$ cat src/rtl/pc_pkg.sv
// Shared types and constants for the fetch-stage PC generator.
package pc_pkg;

  typedef enum logic [1:0] {
    BOOT = 2'd0,
    RUN  = 2'd1,
    HOLD = 2'd2
  } fetch_state_t;

  localparam int unsigned PC_INC     = 4;
  localparam logic [31:0] TRAP_VEC   = 32'h0000_0080;
  // Low PC bits that must be zero for a word-aligned fetch target.
  localparam logic [1:0]  ALIGN_MASK = 2'b11;

endpackage

$ cat src/rtl/pc_incrementer.sv
// XLEN-wide PC + INC adder; wraps modulo 2^XLEN.
module pc_incrementer #(
  parameter int unsigned XLEN = 32,
  parameter int unsigned INC  = 4
) (
  input  logic [XLEN-1:0] pc_i,
  output logic [XLEN-1:0] pc_inc_o
);

  assign pc_inc_o = pc_i + XLEN'(INC);

endmodule

$ cat src/rtl/pc_fetch_gen.sv
// Fetch PC generator: BOOT/RUN/HOLD handshake with stall and redirect, state on falling edge.
// Optional misaligned-redirect trap enabled by defining PC_MISALIGN_TRAP_EN.
module pc_fetch_gen #(
  parameter int unsigned     XLEN     = 32,
  parameter logic [XLEN-1:0] RESET_PC = '0,
  parameter int unsigned     INC      = pc_pkg::PC_INC,
  parameter logic [XLEN-1:0] TRAP_VEC = XLEN'(pc_pkg::TRAP_VEC)
) (
  input  logic            clk,
  input  logic            reset,
  input  logic            stall_i,
  input  logic            redirect_i,
  input  logic [XLEN-1:0] redirect_pc_i,
  input  logic            if_ready_i,
  output logic            if_valid_o,
  output logic [XLEN-1:0] if_addr_o,
  output logic [XLEN-1:0] pc_inc_o,
  output logic [31:0]     fetch_cnt_o,
  output logic            misalign_o
);

  import pc_pkg::*;

  fetch_state_t    state_q, state_d;
  logic [XLEN-1:0] pc_q, pc_d;
  logic [31:0]     cnt_q, cnt_d;
  logic [XLEN-1:0] pc_inc;
  logic            fire;

  pc_incrementer #(.XLEN(XLEN), .INC(INC)) u_inc (
    .pc_i     (pc_q),
    .pc_inc_o (pc_inc)
  );

  // A stalled cycle never counts as an accepted fetch, even with ready high.
  assign fire = if_ready_i & ~stall_i;

`ifdef PC_MISALIGN_TRAP_EN
  logic misalign_q, misalign_d;
`endif

  always_comb begin
    state_d    = state_q;
    pc_d       = pc_q;
    cnt_d      = cnt_q;
    if_valid_o = 1'b0;
`ifdef PC_MISALIGN_TRAP_EN
    misalign_d = 1'b0;
`endif
    case (state_q)
      BOOT: state_d = RUN;
      RUN, HOLD: begin
        if_valid_o = 1'b1;
        if (redirect_i) begin
          state_d = RUN;
`ifdef PC_MISALIGN_TRAP_EN
          if ((redirect_pc_i[1:0] & ALIGN_MASK) != 2'b00) begin
            pc_d       = TRAP_VEC;
            misalign_d = 1'b1;
          end else begin
            pc_d = redirect_pc_i;
          end
`else
          pc_d = redirect_pc_i;
`endif
        end else if (fire) begin
          state_d = RUN;
          pc_d    = pc_inc;
          cnt_d   = cnt_q + 32'd1;
        end else begin
          state_d = HOLD;
        end
      end
      default: state_d = BOOT;
    endcase
  end

  always_ff @(negedge clk or negedge reset) begin
    if (!reset) begin
      state_q <= BOOT;
      pc_q    <= RESET_PC;
      cnt_q   <= '0;
    end else begin
      state_q <= state_d;
      pc_q    <= pc_d;
      cnt_q   <= cnt_d;
    end
  end

`ifdef PC_MISALIGN_TRAP_EN
  always_ff @(negedge clk or negedge reset) begin
    if (!reset) misalign_q <= 1'b0;
    else        misalign_q <= misalign_d;
  end
  assign misalign_o = misalign_q;
`else
  assign misalign_o = 1'b0;
`endif

  assign if_addr_o   = pc_q;
  assign pc_inc_o    = pc_inc;
  assign fetch_cnt_o = cnt_q;

endmodule
$ cat config.mk
export PLATFORM = sky130hd
export DESIGN_NAME = pc_fetch_gen
export DESIGN_NICKNAME = d
export VERILOG_FILES = /design/src/rtl/pc_pkg.sv /design/src/rtl/pc_incrementer.sv /design/src/rtl/pc_fetch_gen.sv
export SDC_FILE = /design/constraint.sdc
export NUM_CORES = 1
export LEC_CHECK = 0
export ABC_CLOCK_PERIOD_IN_PS = 4500
export CORE_MARGIN = 3
export CORE_UTILIZATION = 48
export DETAILED_ROUTE_END_ITERATION = 12
export PLACE_DENSITY = 0.95
export SLEW_MARGIN = 20
export SYNTH_ARGS = -nofsm -noshare
export SYNTH_HDL_FRONTEND = slang
export SYNTH_HIERARCHICAL = 1
export SYNTH_SLANG_ARGS = --single-unit
export TNS_END_PERCENT = 1
$ cat constraint.sdc
create_clock -name clk -period 4.5 [get_ports clk]
set_input_delay 1.35 -clock clk [delete_from_list [all_inputs] [get_ports clk]]
set_output_delay 1.35 -clock clk [all_outputs]
set_load 0.05 [all_outputs]
==> reports/metrics.cfg, run 1 <==
[run_status]
status = aborted with a tool error
stop_stage = clock tree synthesis
tool.error = [ERROR DPL-0033] detailed placement checks failed during check placement.

[cts]
cts-root-buf = clkbuf_8
cts.path.max_buffers = 2
clock-sinks = 66
post-cts-setup-buffer-count = 7
h-tree-depth = 3
cts.hold.buffers_added = 0
numCtsBuffers = 9
cts-resized-gates = 68

[place]
gp_congestion = 0.873
place_ws_ns = -0.935
post-dp-hpwl_um = 10400
io_buffers = 133

[synth]
synth_area_leader_cell = dfrtn_1
synthesis.area_sq_mm = 0.00366
syn-num-nets = 407
ys_seq_elements = 66
yosysUniqueCellTypes = 31
synth_area_leaders = dfrtn_1, xnor2_1, mux2i_1
avgSynthCellArea_sq_um = 10.0
ys_seq_area_share_pct = 45.1
ys_warn_count = 6
synth_top_area_share_pct = 45.1
syn_inst = 366

[floorplanning]
io_pins = 135
num_rows = 31
die_h_um = 93.3
die_x_um = 93.3
initial_utilization_pct = 49.9

==> per-stage QoR <==
stage               std cells  setup TNS (ns)  area [sq um]
detailed placement        644          -62.27          6740
global placement          644          -52.63          6740
floorplan                 366          -44.75          3870
==> kinds of logic after synthesis <==
| group | after synthesis | share of synthesized area (%) |
|---|---|---|
| flip-flops | 66 | 45.1 |
| buffers and inverters | 25 | 3.52 |
| adder cells (fa/ha/maj) | 4 | 1.37 |
| AND/OR/NAND/NOR | 145 | 22.4 |
| multiplexers | 32 | 8.75 |
| other | 1 | 0.102 |
| XOR/XNOR | 59 | 14.1 |
| AO/OA/AOI/OAI | 34 | 4.65 |
==> cells in the mapped netlist <==
library cell and instances:
buf_4 4, nand4_1 27, nand2_1 50, clkbuf_1 5
and4bb_2 1, nor4b_1 1, a21oi_1 1, xor2_1 13
buf_2 10, xnor2_1 46, dfrtn_1 66, and4_2 1
buf_6 1, nor2_1 8, o21ai_0 33, mux2i_1 32
and2_1 4, and3_1 13, or2_2 2, nand4_2 1
nor2b_1 1, nand3_2 1, conb_1 1, nor4_1 1
nor4_4 2, nand3_1 18, and4_1 6, nand4bb_4 1
nor3_1 7, ha_1 4, inv_1 5
==> inputs of run 2 (changes only) <==
--- a/config.mk
+++ b/config.mk
@@ -7,9 +7,9 @@
 export LEC_CHECK = 0
 export ABC_CLOCK_PERIOD_IN_PS = 4500
 export CORE_MARGIN = 3
-export CORE_UTILIZATION = 48
+export CORE_UTILIZATION = 40
 export DETAILED_ROUTE_END_ITERATION = 12
-export PLACE_DENSITY = 0.95
+export PLACE_DENSITY_LB_ADDON = 0.15
 export SLEW_MARGIN = 20
 export SYNTH_ARGS = -nofsm -noshare
 export SYNTH_HDL_FRONTEND = slang
==> run 2 against run 1 <==
Against the previous run:
- the flow now finishes, with violations (setup timing)
- area after synthesis did not move
- synthesized cell count stayed put
==> reports/metrics.cfg, run 2 <==
[run_status]
status = complete, but fails checks  ; was aborted with a tool error
violations = setup timing

[synth]
synth_area_leader_cell = dfrtn_1  ; unchanged
synth_common_cells = dfrtn_1, nand2_1, xnor2_1  ; unchanged
ys_warn_count = 6  ; unchanged
synthArstFlopShare_pct = 100  ; unchanged
ys_seq_elements = 66  ; unchanged
ys_seq_area_share_pct = 45.1  ; unchanged
syn_inst = 366  ; unchanged
syn-num-nets = 407  ; unchanged
yosysUniqueCellTypes = 31  ; unchanged
avgSynthCellArea_sq_um = 10.0  ; unchanged
synth_top_area_share_pct = 45.1  ; unchanged
synth_edf_count = 0  ; unchanged
synthesis.area_sq_mm = 0.00366  ; unchanged
synth_most_common_cell = dfrtn_1  ; unchanged
yosys_most_used_dff = dfrtn_1  ; unchanged
synth_area_leaders = dfrtn_1, xnor2_1, mux2i_1  ; unchanged

[critical_path]
crit_path_max_incr_delay_ns = 0.44
path_max_fanout = 3
start_kind = flip-flop
worstPathRequired_ns = 3.15
crit_chain = nand4_1 > or2_2 > buf_4 > nor2_1 > xor2_2 > buf_12
worstSetupEndpointType = output port
cp_slowest_cell = dfrtn_1
crit_buf_inv = 2
regToRegSetupSlack_ns = 2.43
worstPathArrival_ns = 4.30
critical-path-top-delay-family = simple AND/OR/NAND/NOR gates
setup.worst_path.class = reg2out

[cts]
clock-sinks = 66  ; unchanged
cts-root-buf = clkbuf_8  ; unchanged
path_clk_slew_ns = 0.06
cts.path.max_buffers = 2  ; unchanged
numCtsBuffers = 9  ; unchanged
cts.hold.buffers_added = 0  ; unchanged
clk_latency_ns = 0.33
cts_tree = built
h-tree-depth = 3  ; unchanged

[global_routing]
grt_pass1_wl_um = 18800
antenna_found_initial = 0
grt_max_degree = 67
gr-total-overflow = 0
grt_usage_pct = 23.0
grt_pass1_vias = 3704

[power_and_ir_drop]
powerDensity_mw_per_mm2 = 717
power_mw = 5.20
p_clk_share_pct = 10.3
p_switching_mw = 2.37
switching_share_pct = 45.5
p_leak_nw = 3.31
combPwrFrac_pct = 71.8
peakVddDrop_mv = 0.671
sequentialPowerShare_pct = 17.9
intPower_mw = 2.84

[floorplanning]
coreArea_sq_mm = 0.00881
die_h_um = 102  ; was 93.3 um
initial_utilization_pct = 41.6  ; was 49.9%
io_pins = 135  ; unchanged
num_rows = 34  ; was 31
dieArea_sq_mm = 0.0103
die_x_um = 102  ; was 93.3 um

[detailed_routing]
viasPerCell = 5.22
initialDrtViolationCount = 132
routed_wl_um = 11600
dr_total_vias = 3542
first_pass_iters = 4
wl_per_cell_um = 17.1
ant_nets = 0
drc = 0

[place]
gp_congestion = 0.771  ; was 0.873
post-dp-hpwl_um = 8250  ; was 10400 um
io_buffers = 133  ; unchanged

[cells_and_area]
syn_to_final_growth_pct = 98.1
antenna_cells = 0
nets = 606
final_cell_mix = buf_12, dfrtn_1, nand2_1
layout-drive-gt1-share_pct = 42.3
postLayoutCoreUtil_pct = 82.3
multi_input_area_sq_mm = 0.00222
final_common_cell = buf_12
seq_area_sq_mm = 0.00165
fillers = 479

[sta]
max_slew_margin_pct = 48.9
timing.hold.ws_ns = 0.472
worst_slack_ns = -1.15
tightest_slew_ns = 0.764
fin_skew_ns = 0.0126
rsz0062_at_grt = yes
setup_viol = 97
fin_tns_setup_ns = -37.41
slew_viol_final = 0
hold_viol = 0

[run]
maxCapViolCount = 0

[min_path]
holdCritPathClass = reg2reg

## run 2: cell type report
cell class,instances,area share (%)
Multi-Input combinational cell,275,30.7
Inverter,5,0.259
Sequential cell,66,22.8
Clock inverter,5,0.828
Tap cell,108,1.86
Timing Repair Buffer,208,41.5
Clock buffer,11,2.09
## run 2: worst reg2reg max path, delay by kind of cell, from the launching register on
kind / cells / cell delay [ns]
simple gates: 3 / 1.12
xor+xnor: 1 / 0.17
buf+inv: 1 / 0.15
flops: 1 / 0.46
## run 2: cells by family (layout without fill, tap and decap cells)
group	Yosys count	in the layout	synth area share, %
multiplexers	32	32	8.75
AND/OR/NAND/NOR	145	145	22.4
adder cells (fa/ha/maj)	4	4	1.37
XOR/XNOR	59	59	14.1
other	1	1	0.102
buffers and inverters	25	229	3.52
flip-flops	66	66	45.1
AO/OA/AOI/OAI	34	34	4.65
## run 2: power groups by stage
stage	registers (mW)	logic, mW	clock network, mW
after global routing	0.947	3.90	0.570
final	0.930	3.73	0.538
after global placement	0.889	3.55	0
after detailed placement	0.904	3.59	0
after CTS	0.926	3.71	0.547
after floorplan	1.51	1.09	0
## run 2: through the flow
| stage | instances | area, sq um | worst slack (ns) |
|---|---|---|---|
| floorplan | 366 | 3870 | -1.41 |
| global placement | 658 | 6790 | -0.783 |
| detailed placement | 658 | 6790 | -0.854 |
| CTS | 676 | 7180 | -1.17 |
| global route | 678 | 7250 | -1.28 |
| finish | 678 | 7250 | -1.15 |
## run 2: path summary, 6_finish.rpt
path,startpoint,endpoint,cells past startpoint
setup / recovery,if_addr_o[2],pc_inc_o[13],6
hold / removal,fetch_cnt_o[22],fetch_cnt_o[22],1
setup reg to reg,fetch_cnt_o[6],fetch_cnt_o[27],5
hold reg to reg,fetch_cnt_o[22],fetch_cnt_o[22],1
max in group asynchronous,reset,if_addr_o[4],2
min in group asynchronous,reset,fetch_cnt_o[25],2
## run 2: repair_timing
action,CTS,global route
endpoints found under the setup margin,160,145
buffers inserted,2,2
gates resized for setup,44,15
pin swaps,15,10
## run 2: per-layer routing
layer / vias up / track usage, % / wire [um]
met4: 0 / 5.42 / 145
met2: 111 / 40.1 / 6040
met5: - / 0 / 0
met3: 16 / 5.51 / 683
met1: 1734 / 28.8 / 4740
li1: 1681 / - / -
Note: power is estimated with default switching activity, not from simulation.
==> inputs of run 3 (changes only) <==
--- a/config.mk
+++ b/config.mk
@@ -8,8 +8,9 @@
 export ABC_CLOCK_PERIOD_IN_PS = 4500
 export CORE_MARGIN = 3
 export CORE_UTILIZATION = 40
+export CTS_BUF_LIST = sky130_fd_sc_hd__clkbuf_4 sky130_fd_sc_hd__clkbuf_8
 export DETAILED_ROUTE_END_ITERATION = 12
-export PLACE_DENSITY_LB_ADDON = 0.15
+export PLACE_DENSITY = 0.71
 export SLEW_MARGIN = 20
 export SYNTH_ARGS = -nofsm -noshare
 export SYNTH_HDL_FRONTEND = slang
==> run 3 against run 2 <==
Against the previous run:
- utilization grew 0.44 points
- wire length grew 7.3%
- hold slack lost 0.0012 ns
- clock power grew 3.7%
- the flow still finishes with violations (setup timing)
- sequential power grew 0.6%
- largest cell class unchanged
- clock skew shrank 0.0059 ns
- first-iteration DRC count grew 16%
- sequential share of layout area shrank 0.12 points
- non-clock buffer count grew 3
- register-to-register slack lost 0.05 ns
- combinational power is essentially flat
==> reports/metrics.cfg, run 3 (synthesized netlist as in run 2, its figures left out) <==
[cts]
numCtsBuffers = 9  ; unchanged
cts.hold.buffers_added = 0  ; unchanged
clk_latency_ns = 0.33  ; about the same
h-tree-depth = 3  ; unchanged
cts-root-buf = clkbuf_8  ; unchanged
clock-sinks = 66  ; unchanged
cts.path.max_buffers = 2  ; unchanged
path_clk_slew_ns = 0.05  ; was 0.06 ns
cts_tree = built  ; unchanged

[min_path]
min_to = fetch_cnt_o[29]  ; was fetch_cnt_o[22]
worstHoldStart = fetch_cnt_o[29]  ; was fetch_cnt_o[22]
holdCritPathClass = reg2reg  ; unchanged
worstHoldPathCells = 1  ; unchanged

[detailed_routing]
wl_met3_um = 642  ; was 683 um
wl_per_cell_um = 18.3  ; was 17.1 um
wl_met2_um = 6810  ; was 6040 um
wl_met1_um = 4730  ; was 4740 um
routed_wl_um = 12500  ; was 11600 um
dr_total_vias = 3627  ; was 3542
top_layer = met4  ; unchanged
first_pass_iters = 4  ; unchanged
drc = 0  ; unchanged
initialDrtViolationCount = 153  ; was 132
ant_nets = 0  ; unchanged
viasPerCell = 5.33  ; was 5.22

[cells_and_area]
layout-drive-gt1-share_pct = 42.1  ; was 42.3%
stdcell_count = 681  ; was 678
final_cell_mix = buf_12, dfrtn_1, nand2_1  ; unchanged
nets = 609  ; was 606
postLayoutCoreUtil_pct = 82.8  ; was 82.3%
syn_to_final_growth_pct = 99.1  ; was 98.1%
fillers = 451  ; was 479
final_common_cell = buf_12  ; unchanged

[power_and_ir_drop]
p_leak_nw = 3.35  ; was 3.31 nW
peakVddDrop_mv = 0.647  ; was 0.671 mV
p_clk_share_pct = 10.7  ; was 10.3%
powerDensity_mw_per_mm2 = 718  ; was 717 mW/mm^2
p_switching_mw = 2.36  ; was 2.37 mW
switching_share_pct = 45.1  ; was 45.5%
combPwrFrac_pct = 71.5  ; was 71.8%
sequentialPowerShare_pct = 17.9  ; about the same
power_mw = 5.24  ; was 5.20 mW
intPower_mw = 2.88  ; was 2.84 mW

[critical_path]
crit_path_max_incr_delay_ns = 0.47  ; was 0.44 ns
reg2regPathDepth = 9  ; was 5
cp_slowest_cell = dfrtn_1  ; unchanged
reg2reg_from = if_addr_o[9]  ; was fetch_cnt_o[6]
crit_chain = nand4_4 > buf_6 > nor4_4 > buf_6 > nand4_1 > xnor2_2 > buf_12  ; was nand4_1 > or2_2 > buf_4 > nor2_1 > xor2_2 > buf_12
worstPathArrival_ns = 4.42  ; was 4.30 ns
worstPathRequired_ns = 3.15  ; about the same
start_kind = flip-flop  ; unchanged
path_max_fanout = 8  ; was 3
regToRegSetupSlack_ns = 2.38  ; was 2.43 ns
setup.worst_path.class = reg2out  ; unchanged
critical-path-top-delay-family = simple AND/OR/NAND/NOR gates  ; unchanged
crit_buf_inv = 3  ; was 2
worstSetupEndpointType = output port  ; unchanged
timing.rr.end = if_addr_o[25]  ; was fetch_cnt_o[27]
crit_path_frequent_cell = buf_6

[sta]
tightest_slew_ns = 0.767  ; was 0.764 ns
timing.hold.ws_ns = 0.471  ; was 0.472 ns
fin_skew_ns = 0.00673  ; was 0.0126 ns
setup_viol = 109  ; was 97
worst_slack_ns = -1.27  ; was -1.15 ns
fin_tns_setup_ns = -41.08  ; was -37.41 ns
hold_viol = 0  ; unchanged
max_slew_margin_pct = 48.7  ; was 48.9%
slew_viol_final = 0  ; unchanged
rsz0062_at_grt = yes  ; unchanged

[global_routing]
antenna_found_initial = 1  ; was 0
grt_usage_pct = 24.2  ; was 23.0%
gr-total-overflow = 0  ; unchanged
grt_max_degree = 67  ; unchanged
grt_pass1_vias = 3898  ; was 3704
grt_pass1_wl_um = 19700  ; was 18800 um

[run_status]
violations = setup timing  ; unchanged
status = complete, but fails checks  ; unchanged

[floorplanning]
initial_utilization_pct = 41.6  ; unchanged
dieArea_sq_mm = 0.0103  ; unchanged
die_h_um = 102  ; unchanged
io_pins = 135  ; unchanged
coreArea_sq_mm = 0.00881  ; unchanged
die_x_um = 102  ; unchanged
num_rows = 34  ; unchanged

[place]
io_buffers = 133  ; unchanged
gp_congestion = 0.810  ; was 0.771
placed_cells = 657  ; was 658
post-dp-hpwl_um = 8530  ; was 8250 um

[run]
maxCapViolCount = 0  ; unchanged

run 3: cell count changes in the layout (fill, tap and decap cells not counted), sizes merged:
| cell | delta |
|---|---|
| bufinv | +1 |
| clkinvlp | -1 |
| diode | +1 |
| inv | -2 |
| clkbuf | -1 |
| clkinv | +2 |
| buf | +3 |
run 3: metrics by stage:
step	worst slack (ns)	instance area [sq um]
global route	-1.36	7290
global placement	-0.838	6780
finish	-1.27	7290
CTS	-1.22	7200
detailed placement	-0.927	6780
floorplan	-1.41	3870
run 3: layout make-up:
type	instances	area, sq um	share of cell area (%)
repair buffers	211	3030	41.6
clock inverters	5	78.8	1.08
diodes	1	2.50	0.0343
multi-input cells	275	2230	30.6
well taps	108	135	1.85
inverters	5	18.8	0.257
clock buffers	10	138	1.89
flip-flops and latches	66	1650	22.7
run 3: what timing repair did:
item	4_1_cts	5_1_grt
pin swaps	9	15
setup buffers	4	4
endpoints found under the setup margin	160	156
gates resized for setup	43	14
run 3: worst max path at each step:
| stage | startpoint | to | slack, ns | cells past startpoint |
|---|---|---|---|---|
| after global routing | if_addr_o[9] | pc_inc_o[25] | -1.36 | 7 |
| after global placement | if_addr_o[3] | pc_inc_o[28] | -0.84 | 7 |
| after CTS | if_addr_o[12] | pc_inc_o[25] | -1.22 | 7 |
| final | if_addr_o[9] | pc_inc_o[25] | -1.27 | 7 |
| after floorplan | if_addr_o[2] | pc_inc_o[28] | -1.41 | 5 |
| after detailed placement | if_addr_o[3] | pc_inc_o[28] | -0.93 | 7 |
run 3: layer usage:
layer / up-vias / GRT usage, %
li1: 1683 / -
met1: 1802 / 28.6
met2: 122 / 43.4
met3: 20 / 5.44
met4: 0 / 8.28
met5: - / 0
run 3: power groups by stage:
stage                     combinational, mW  sequential (mW)  clock, mW
after floorplan                        1.09             1.51          0
after detailed placement               3.56            0.909          0
after global routing                   3.90            0.958      0.593
after CTS                              3.69            0.922      0.564
final                                  3.74            0.936      0.558
after global placement                 3.52            0.900          0
run 3: worst register-to-register path, stage by stage (launching register included):
cell	delay, ns
dfrtn_1	0.47
nand4_4	0.14
buf_6	0.16
nor4_4	0.29
buf_6	0.18
nand4_1	0.16
xnor2_2	0.21
buf_4	0.15
mux2i_1	0.11
o21ai_0	0.10
